[src/rtl/morse_pkg.sv]
// Shared Morse link definitions: symbol codes, default letter gap and the
// A..H letter table (symbol count and code per letter index).
package morse_pkg;

  localparam logic SYM_DOT  = 1'b0;
  localparam logic SYM_DASH = 1'b1;

  localparam int LETTER_GAP_DEF = 3;
  localparam int N_LETTERS      = 8;

  // Entries listed from index 7 (H) down to index 0 (A); codes are right-aligned.
  localparam logic [7:0][2:0] LETTER_LEN = {
    3'd4, 3'd3, 3'd4, 3'd1, 3'd3, 3'd4, 3'd4, 3'd2
  };
  localparam logic [7:0][3:0] LETTER_SYM = {
    4'b0000, 4'b0110, 4'b0010, 4'b0000, 4'b0100, 4'b1010, 4'b1000, 4'b0001
  };

  typedef enum logic [1:0] {
    ST_IDLE,
    ST_MARK,
    ST_SPACE,
    ST_EMIT
  } state_t;

endpackage

[src/rtl/morse_symbol_lookup.sv]
// Combinational match of a collected symbol string (len, sym) against the
// letter table; returns hit and the matching letter index.
module morse_symbol_lookup
  import morse_pkg::*;
(
  input  logic [2:0] len,
  input  logic [3:0] sym,
  output logic       hit,
  output logic [2:0] index
);

  always_comb begin
    hit   = 1'b0;
    index = 3'd0;
    for (int i = 0; i < N_LETTERS; i++) begin
      if (len == LETTER_LEN[i] && sym == LETTER_SYM[i]) begin
        hit   = 1'b1;
        index = 3'(i);
      end
    end
  end

endmodule

[src/rtl/morse_decoder.sv]
// Morse receiver: classifies high runs into dots/dashes, collects up to four
// symbols per letter and reports the letter index (Valid) or Err after a gap.
//
// state | meaning
// IDLE  | line low, no letter in progress
// MARK  | counting a high run (current symbol)
// SPACE | counting a low run; short = symbol gap, LETTER_GAP = end of letter
// EMIT  | one-cycle result slot, Valid/Err pulse visible, letter state cleared
module morse_decoder
  import morse_pkg::*;
#(
  parameter int DOT_MAX    = 2,
  parameter int DASH_MIN   = 3,
  parameter int DASH_MAX   = 5,
  parameter int LETTER_GAP = LETTER_GAP_DEF,
  parameter int CNT_W      = 4
) (
  input  logic       Clk,
  input  logic       Clr,
  input  logic       I,
  output logic [2:0] O,
  output logic       Valid,
  output logic       Err
);

  localparam logic [CNT_W-1:0] RUN_ONE  = CNT_W'(1);
  localparam logic [CNT_W-1:0] RUN_SAT  = {CNT_W{1'b1}};
  localparam logic [CNT_W-1:0] DOT_HI   = CNT_W'(DOT_MAX);
  localparam logic [CNT_W-1:0] DASH_LO  = CNT_W'(DASH_MIN);
  localparam logic [CNT_W-1:0] DASH_HI  = CNT_W'(DASH_MAX);
  localparam logic [CNT_W-1:0] GAP_LAST = CNT_W'(LETTER_GAP - 1);

  state_t           state_q, state_d;
  logic [CNT_W-1:0] run_q, run_d;
  logic [CNT_W-1:0] run_inc;
  logic [3:0]       sym_q, sym_d;
  logic [2:0]       len_q, len_d;
  logic             bad_q, bad_d;
  logic [2:0]       o_d;
  logic             valid_d, err_d;

  logic             is_dot, is_dash;
  logic             lut_hit;
  logic [2:0]       lut_index;

  morse_symbol_lookup u_lookup (
    .len   (len_q),
    .sym   (sym_q),
    .hit   (lut_hit),
    .index (lut_index)
  );

  assign run_inc = (run_q == RUN_SAT) ? run_q : run_q + 1'b1;
  assign is_dot  = (run_q != '0) && (run_q <= DOT_HI);
  assign is_dash = (run_q >= DASH_LO) && (run_q <= DASH_HI);

  always_comb begin
    state_d = state_q;
    run_d   = run_q;
    sym_d   = sym_q;
    len_d   = len_q;
    bad_d   = bad_q;
    o_d     = O;
    valid_d = 1'b0;
    err_d   = 1'b0;

    case (state_q)
      ST_IDLE: begin
        if (I) begin
          state_d = ST_MARK;
          run_d   = RUN_ONE;
        end
      end

      ST_MARK: begin
        if (I) begin
          run_d = run_inc;
        end else begin
          // A fifth symbol flags the letter but leaves the collected code as is.
          if (len_q == 3'd4) begin
            bad_d = 1'b1;
          end else begin
            sym_d = {sym_q[2:0], is_dash ? SYM_DASH : SYM_DOT};
            len_d = len_q + 3'd1;
          end
          if (!is_dot && !is_dash) bad_d = 1'b1;
          state_d = ST_SPACE;
          run_d   = RUN_ONE;
        end
      end

      ST_SPACE: begin
        if (I) begin
          state_d = ST_MARK;
          run_d   = RUN_ONE;
        end else if (run_q >= GAP_LAST) begin
          // Outputs are registered here so the pulse lines up with EMIT.
          state_d = ST_EMIT;
          run_d   = run_inc;
          if (!bad_q && lut_hit) begin
            o_d     = lut_index;
            valid_d = 1'b1;
          end else begin
            err_d = 1'b1;
          end
        end else begin
          run_d = run_inc;
        end
      end

      ST_EMIT: begin
        sym_d = 4'b0;
        len_d = 3'd0;
        bad_d = 1'b0;
        if (I) begin
          state_d = ST_MARK;
          run_d   = RUN_ONE;
        end else begin
          state_d = ST_IDLE;
          run_d   = '0;
        end
      end

      default: begin
        state_d = ST_IDLE;
        run_d   = '0;
      end
    endcase
  end

  always_ff @(posedge Clk) begin
    if (Clr) begin
      state_q <= ST_IDLE;
      run_q   <= '0;
      sym_q   <= 4'b0;
      len_q   <= 3'd0;
      bad_q   <= 1'b0;
      O       <= 3'd0;
      Valid   <= 1'b0;
      Err     <= 1'b0;
    end else begin
      state_q <= state_d;
      run_q   <= run_d;
      sym_q   <= sym_d;
      len_q   <= len_d;
      bad_q   <= bad_d;
      O       <= o_d;
      Valid   <= valid_d;
      Err     <= err_d;
    end
  end

endmodule

[config.mk]
export PLATFORM = sky130hd
export DESIGN_NAME = morse_decoder
export DESIGN_NICKNAME = d
export VERILOG_FILES = /design/src/rtl/morse_pkg.sv /design/src/rtl/morse_symbol_lookup.sv /design/src/rtl/morse_decoder.sv
export SDC_FILE = /design/constraint.sdc
export NUM_CORES = 1
export LEC_CHECK = 0
export CAP_MARGIN = 20
export CORE_MARGIN = 3
export CORE_UTILIZATION = 50
export DETAILED_ROUTE_END_ITERATION = 7
export GPL_TIMING_DRIVEN = 0
export HOLD_SLACK_MARGIN = 0.12
export PLACE_DENSITY = 0.72
export SLEW_MARGIN = 20
export SYNTH_ARGS = -nofsm -noshare
export SYNTH_HDL_FRONTEND = slang
export SYNTH_SLANG_ARGS = --single-unit
[constraint.sdc]
create_clock -name Clk -period 1.68 [get_ports Clk]
set_input_delay 0.336 -clock Clk [delete_from_list [all_inputs] [get_ports Clk]]
set_output_delay 0.336 -clock Clk [all_outputs]
set_load 0.02 [all_outputs]
### After elaboration in Yosys (flattened, before gate mapping)

Index checks and enable logic that the tools add are counted.

| storage, ports and cells | value |
|---|---|
| bits in registers | 19 |
| input bits | 3 |
| output and inout bits | 5 |
| word-level logic and storage cells | 100 |

| cells by class | value |
|---|---|
| add/subtract/negate cells | 2 |
| order comparisons | 4 |
| eq/ne operators | 19 |
| mux-type cells | 40 |
| bitwise logic cells | 3 |
| reductions and logical operators | 24 |

Operator list:

| kind | number |
|---|---|
| $mux W4 | 6 |
| $mux W3 | 6 |
| $mux W1 | 17 |
| $pmux W4 S4 | 1 |
| $eq A4 B4 Y1 const B | 3 |
| $logic_and A1 B1 Y1 | 12 |
| $mux W2 | 6 |
| $reduce_and A3 Y1 | 3 |
| $eq A4 B3 Y1 const B | 2 |
| $ge A4 B2 Y1 const B | 2 |
| $pmux W2 S4 | 1 |
| $pmux W4 S2 | 1 |
| $eq A3 B2 Y1 const B | 2 |
| $ne A2 B2 Y1 const B | 3 |
| $ne A3 B3 Y1 const B | 2 |
| $pmux W3 S2 | 1 |
| $add A4 B1 Y4 const B | 1 |
| $eq A2 B2 Y1 const B | 2 |
| $eq A4 B1 Y1 const B | 1 |
| $eq A4 B2 Y1 const B | 1 |
| $le A4 B2 Y1 const B | 1 |
| $le A4 B3 Y1 const B | 1 |
| $logic_not A4 Y1 | 1 |
| $reduce_and A4 Y1 | 1 |
| 11 further kinds | 15 |

### Longest topological paths before layout

Gate-level depths: netlist of run 1.

| logic depth | value |
|---|---|
| word-level depth | 12 |
| depth in mapped cells | 6 |
| depth with buffers taken out | 6 |

### Modules after synthesis

From an unflattened synthesis of run 1, not the netlist that was laid out.

| unflattened totals | value |
|---|---|
| cells, all modules | 131 |
| area total of the unflattened synthesis | 1161.1 µm² |

By module, submodules not included:

| module | times used | cells an instance | area each (µm²) | sequential area each (µm²) |
|---|---|---|---|---|
| morse_decoder | 1 | 110 | 1016.0 | 380.4 |
| morse_symbol_lookup | 1 | 21 | 145.1 | 0.0 |

### Worst setup path before layout of run 1

Ideal clock, no wire load.

| timing | value |
|---|---|
| kind | register -> register |
| start point | reg len_q[0] |
| end point | reg O[2] |
| library setup time | 0.117 ns |
| arrival | 1.604 ns |
| required time | 1.563 ns |
| setup slack | -0.042 ns |
| cell stages (with the launch flop) | 7 |
| buffers on the path | 0 |
| period minus slack after synthesis | 1.722 ns |
| cell sequence | dfxtp_1 inv_1 ha_1 or4b_4 a21oi_4 nand4_4 a32o_2 |

| between the ends | value |
|---|---|
| cells in the longest elaborated chain, start to end | 12 |
| elaborated cells between the ends (all ways) | 26 |
| classes of those cells | eq/ne: 4; mux: 12; reduce/logical: 10 |

RTL lines:

| what | line | RTL |
|---|---|---|
| from (decl) | morse_decoder.sv:37 | `logic [2:0] len_q, len_d;` |
| from (signal assigned) | morse_decoder.sv:145 | `len_q <= len_d;` |
| $eq A3 B2 Y1 | morse_symbol_lookup.sv:16 | `if (len == LETTER_LEN[i] && sym == LETTER_SYM[i]) begin` |
| $logic_and A1 B1 Y1 | morse_symbol_lookup.sv:16 |  |
| $mux W1 (8 in series) | morse_symbol_lookup.sv:16 |  |
| $logic_and A1 B1 Y1 | morse_decoder.sv:100 | `if (!bad_q && lut_hit) begin` |
| $reduce_and A4 Y1 (no source line) | - |  |
| to (signal assigned) | morse_decoder.sv:138 | `O <= 3'd0;` |
| to (signal assigned) | morse_decoder.sv:147 | `O <= o_d;` |
| to (decl) | morse_decoder.sv:21 | `output logic [2:0] O,` |

Parallel ways exist; a longest one is shown, timed or not.
A chain may end at the register's enable or synchronous reset.

### Worst setup path after layout of run 1

Ends and elaborated chain as after synthesis.

==> run metrics, run 1 <==
HPWL after detailed placement 1624 um; most frequent standard cell in the layout excluding fill and tap cells dfxtp_1; dominant cells by area after synthesis dfxtp_1 34%, ha_1 10%, a21oi_1 5.9%; detail-routed net length per standard cell 14.09 um; Clock Pin Slew Worst Setup and Hold Paths 0.12 ns; startpoint types flip-flop; horizontal die dimension approximately 53 um; total wirelength of the detailed-routed design between 2000 and 2500 um; buffer type at the clock tree root clkbuf_4; maximum fanout encountered on the critical timing path 5; via density per instance roughly 5.8; CP startpoint len_q[0]; post-detailed-route count of antenna-violating nets 0; total routing usage reported by global routing 19.57%; endpoint of the worst register-to-register path O[2]; count of flip-flops with a built-in enable after synthesis 0; DRC 0; slowest cell on the critical path or4b_4; y dimension of the die 53.04 um; number of nets in the layout 160; buffer levels on the longest clock path 2; Via Count 1016; CP endpoint O[2]; CTS Sinks 19; maximum number of pins on one net before global-route repair 11; total standard cell area after synthesis 0.001106 mm^2; Yosys warnings 0; maximum operating frequency 596.4 MHz; flip-flop and latch count after synthesis 19; number of cell instances on the worst register-to-register path 6; most area-hungry cell type in the Yosys netlist dfxtp_1; top_reg_cell synth dfxtp_1; type of destination of the critical path flip-flop; Clock Skew 0.009650 ns; number of max-slew violations in the final report 0; top-area cell type share of the netlist area 34.39%; fraction of the core area covered by cells at the end of the flow 66.21%; final number of setup-violating endpoints 0; stage delay of the slowest cell on the critical path 0.46 ns; relative slew slack between 60% and 70%; clock tree from TritonCTS yes; asr flop ratio synth 0%; detailed-routing iteration count for the pre-antenna-repair pass 4; antenna violations before repair 0; pin slew with the least headroom to its limit 0.5173 ns; Top-Level Pins 8; number of buffers added on ports 6; Total Die Area 0.002813 mm^2; worst path arrival time 1.89 ns; maximum ir drop on the vdd rail ~0.48 mV; critical setup path kind reg2reg; register area share after synthesis 34.39%; number of nets in the synthesized netlist 143; cell area power density 621.0 mW/mm^2; Starting DRT DRC Count 30; most frequent cells in the layout 17 x dfxtp_1, 15 x nor2_1, 12 x a21oi_1; total of max-cap violations 0; worst hold path class in2reg; share of final-layout standard cells stronger than drive strength 1 17.01%; static leakage between 0.0004 and 0.0005 uW; count of cell types in the netlist 37; aggregate global routing overflow 0; required time reported for the critical path endpoint 1.90 ns; vias in the first global route 936; CTS Buf Count 3; number of inserted diodes 0; starting density of the core 54.70%; Final min period 1.677 ns; unrepaired setup endpoints after global routing true; result of the run finished, final reports clean; synthesized area per cell roughly 8.4 um^2; final weighted congestion of routability-driven global placement 0.7371; source of the worst register-to-register timing path len_q[0]; placement-stage cell area 0.001200 mm^2; worst setup slack for register-to-register paths 0.003 ns; cells after synthesis 131; post-route cell area about 0.0013 mm^2; Final Hold Vio Count 0; CP cell instances inv_4, ha_4, or4b_4, a21oi_4, nand4_4, a32o_2; wire length of the first global-routing pass 4084 um; standard-cell row count 16; Final period util 99.81%; insertion delay of the later-clocked pin in the worst-skew pair 0.31 ns; H-Tree Level Count 1; core region area approximately 0.0020 mm^2; area grow syn2layout 21.04%
-- synth_stat cells, types with 2 or more instances --
cell and n:
mux2i_1 3, dfxtp_1 19, nor2b_1 3, nand3_1 3
clkbuf_1 3, a22oi_1 5, xnor2_1 2, nor3_1 5
nand3b_1 5, o211ai_1 2, inv_1 8, or3_1 2
nor2_1 15, ha_1 9, nor4_1 2, nand2_1 5
o21ai_0 8, a21oi_1 13
-- where the power goes --
group	total (uW)	internal (uW)	switching (uW)
clock	244	92.8	151
sequential	472	458	14.1
combinational	115	51.5	63.7
total	831	602	229
-- area by class of cell --
| class | count | area, um^2 |
|---|---|---|
| Fill cell | 175 | 683.2 |
| Tap cell | 27 | 33.78 |
| Sequential cell | 19 | 387.9 |
| Timing Repair Buffer | 12 | 105.1 |
| Inverter | 8 | 35.03 |
| Multi-Input combinational cell | 100 | 734.5 |
| Buffer | 4 | 16.27 |
| Clock buffer | 4 | 26.28 |
-- timing repair --
item,CTS,global route
endpoints found under the setup margin,1,7
gates resized for setup,11,7
pin swaps,5,3
buffers inserted,4,2
hold buffers,0,0
-- sequential cells by signal (all words and copies together) (netlist names) --
signal	flops
sym_q	4
run_q	4
len_q	3
state_q	2
O	3
bad_q	1
Err	1
Valid	1
-- worst min-delay path by stage --
stage	start	endpoint	slack, ns	cells past startpoint
after global placement	O[0]	O[0]	0.45	2
after floorplan	Clr	run_q[0]	0.41	1
after global routing	I	state_q[1]	0.34	2
after CTS	I	state_q[1]	0.31	2
final	I	state_q[1]	0.32	2
after detailed placement	O[1]	O[1]	0.46	2
-- kinds of logic after synthesis --
kind of cell | share of synthesized area (%)
AND/OR/NAND/NOR | 25.57
buffers and inverters | 4.185
flip-flops | 34.39
AO/OA/AOI/OAI | 21.38
adder cells (fa/ha/maj) | 10.18
XOR/XNOR | 1.584
multiplexers | 2.715
-- critical path, delay by kind of cell, from the launching register on --
kind                       cells  cell delay (ns)
DFF                            1             0.39
and+or+nand+nor                2             0.59
buffers and inverters          1             0.07
adders and majority gates      1             0.11
AOI/OAI and AO/OA              2             0.43
-- through the flow --
stage	TNS (ns)	worst slack (ns)	total power (uW)	hold WS, ns	instances
finish	0	0.003264	831.4	0.3238	174
global route	-0.06940	-0.04585	866.4	0.3379	174
CTS	-0.01156	-0.01156	822.6	0.3149	172
detailed placement	-0.1364	-0.1176	576.7	0.4621	164
global placement	-0.1551	-0.1383	573.4	0.4464	164
floorplan	0	0.004567	552.7	0.4145	131
-- routing by layer --
metal  vias up  GRT usage [%]  routed length [um]
li1        509              -                   -
met1       472          25.09                1138
met2        30          31.82                1172
met3         5          3.662                 103
met4         0          8.085                  37
met5         -              0                   0
No activity file was read; power rests on OpenSTA's default activity.
==> inputs of run 2 (changes only) <==
Settings changed: HOLD_SLACK_MARGIN 0.12 to not set.
==> results of run 2 <==
The final DEF is identical to that of run 1; final timing and power are the same.
==> inputs of run 3 (changes only) <==
Settings changed: CORE_ASPECT_RATIO set to 0.75.
==> run 3 against run 2 <==
  * Cell area decreased by 0.65%
  * Routed wire length down 2.5%
  * Global-route usage shrank 1.1 points
  * Sequential share of layout area increased by 0.28 points
  * Register-to-register slack got worse by 0.02 ns
  * Critical path depth did not move
  * Hold slack worse by 0.030 ns
  * Largest cell class unchanged
  * Non-clock buffer count is 1 higher
  * Power up 0.48%
  * Utilization shrank 1.3 points
  * Worst setup slack worse by 0.015 ns
  * Combinational power up 4%
  * The run now ends with setup timing left
==> run metrics, run 3 (synthesized netlist as in run 1, its figures left out) <==
Final period util 100.7% (+0.91 points); Clock Pin Slew Worst Setup and Hold Paths 0.11 ns (about the same); H-Tree Level Count 1 (unchanged); antenna violations before repair 0 (unchanged); most frequent cells in the layout 16 x dfxtp_1, 15 x nor2_1, 13 x a21oi_1; worst setup slack for register-to-register paths -0.01 ns (-0.02 ns); buffer levels on the longest clock path 2 (unchanged); number of buffers and inverters on the critical path 1 (unchanged); maximum number of pins on one net before global-route repair 11 (unchanged); worst path setup slack after routing -0.01197 ns (-0.01523 ns); kind of cell adding the most delay to the critical path simple AND/OR/NAND/NOR gates; number of cell instances on the worst register-to-register path 6 (unchanged); maximum operating frequency 591.0 MHz (-0.90%); number of inserted diodes 0 (unchanged); maximum ir drop on the vdd rail 0.6352 mV (+33%); endpoint of the worst register-to-register path O[2]; number of fillers in the final layout 179 (+2.3%); startpoint types flip-flop; buffer type at the clock tree root clkbuf_4; post-route cell area 0.001330 mm^2 (-0.65%); Clock Skew 0.001101 ns (-0.008548 ns); worst path arrival time 1.91 ns (+0.02 ns); startpoint of the worst hold path I; clock tree from TritonCTS yes; HPWL after detailed placement 1659 um (+2.2%); detail-routed net length per standard cell 13.89 um (-1.4%); final sum of negative setup slack -0.01197 ns (-0.01197 ns); aggregate global routing overflow 0 (unchanged); share of final-layout standard cells stronger than drive strength 1 18.24% (+1.2 points); final number of setup-violating endpoints 1 (+1); number of nets in the layout 161 (+0.63%); detailed-routing iteration count for the pre-antenna-repair pass 4 (unchanged); insertion delay of the later-clocked pin in the worst-skew pair 0.31 ns (about the same); wire length of the first global-routing pass 3877 um (-5.1%); number of max-slew violations in the final report 0 (unchanged); y dimension of the die 46.73 um (-12%); maximum fanout encountered on the critical timing path 4 (-1); Placement Setup Slack -0.1360 ns (-0.01840 ns); failing checks setup timing; Via Count 993 (-2.3%); DRC 0 (unchanged); unrepaired setup endpoints after global routing true; stage delay of the slowest cell on the critical path 0.47 ns (about the same); registers with the most flip-flops run_q (4), sym_q (4); total routing usage reported by global routing 18.44% (-1.1 points); pin slew with the least headroom to its limit 0.4995 ns (-0.01777 ns); placement-stage cell area 0.001196 mm^2 (-0.31%); non-filler cells, final 172 (-1.1%); CTS Buf Count 3 (unchanged); result of the run complete, but fails checks; Final Hold Vio Count 0 (unchanged); Hold-fix buffers, CTS 0 (unchanged); total wirelength of the detailed-routed design 2389 um (-2.5%); Top-Level Pins 8 (unchanged); final weighted congestion of routability-driven global placement 0.7917 (+7.4%); most frequent standard cell in the layout excluding fill and tap cells dfxtp_1; critical setup path kind reg2reg; depth of the worst hold-timing path 2 (unchanged); total power draw 835.4 uW (+0.48%); via density per instance 5.773 (-1.1%); Final min period 1.692 ns (+0.01523 ns); cell area power density 628.1 mW/mm^2 (+1.1%); relative slew slack 66.70% (+1.2 points); type of destination of the critical path flip-flop; Starting DRT DRC Count 29 (-3.3%); source of the worst register-to-register timing path len_q[0]; Total Die Area 0.002818 mm^2 (+0.20%); slowest cell on the critical path or4b_4; cell count after placement 161 (-1.8%); CTS Sinks 19 (unchanged); post-detailed-route count of antenna-violating nets 0 (unchanged); CP cell instances inv_4, ha_4, or4b_4, a21oi_4, nand4_4, a32o_2; required time reported for the critical path endpoint 1.89 ns (about the same); vias in the first global route 825 (-12%); hold path endpoint state_q[1]; area grow syn2layout 20.25%; worst hold path class in2reg; static leakage 0.0004974 uW (+0.88%); total of max-cap violations 0 (unchanged); standard-cell row count 14 (-2); number of buffers added on ports 6 (unchanged); core region area 0.002049 mm^2 (+1.4%); starting density of the core 53.97% (-0.73 points); horizontal die dimension 60.31 um (+14%)
-- run 3: how the worst max path moves through the flow --
stage                        start   end  cells past startpoint
after floorplan           len_q[0]  O[2]                      6
after global placement         Clr  O[2]                      4
after detailed placement       Clr  O[2]                      4
after CTS                 len_q[0]  O[2]                      6
after global routing      len_q[0]  O[2]                      6
final                     len_q[0]  O[2]                      6
-- run 3: timing repair --
| item | in CTS | in global routing |
|---|---|---|
| endpoints found under the setup margin | 8 | 9 |
| hold endpoints to repair | 0 | 0 |
| buffers inserted | 5 | 2 |
| resized for setup | 12 | 5 |
| pin swaps | 4 | 3 |
-- run 3: stage by stage --
stage	utilization [%]	hold slack (ns)
finish	64.90	0.2941
global route	64.90	0.3080
CTS	63.31	0.2906
detailed placement	58.36	0.4604
global placement	58.36	0.4484
floorplan	-	0.4145
-- run 3: report_power, final --
part	switching (uW)	internal, uW
Sequential	12.4	458
Clock	152	92.9
Combinational	65.6	54.0
Total	230	605
-- run 3: routing by layer --
metal | global-route usage [%] | wire length [um] | share of wire [%] | vias to the layer above
li1 | - | - | - | 509
met1 | 25.66 | 1180 | 49 | 460
met2 | 28.45 | 1074 | 45 | 21
met3 | 4.945 | 115 | 4.8 | 3
met4 | 4.867 | 18 | 0.75 | 0
met5 | 0 | 0 | 0 | -
-- run 3: final cells by class --
cell class | count | area (um^2) | share of cell area (%)
clock buffer | 4 | 26.28 | 1.976
buffer | 4 | 16.27 | 1.223
inverter | 8 | 32.53 | 2.446
timing repair buffer | 13 | 112.6 | 8.467
sequential | 19 | 389.1 | 29.26
multi-input combinational | 100 | 723.2 | 54.37
tap | 24 | 30.03 | 2.258
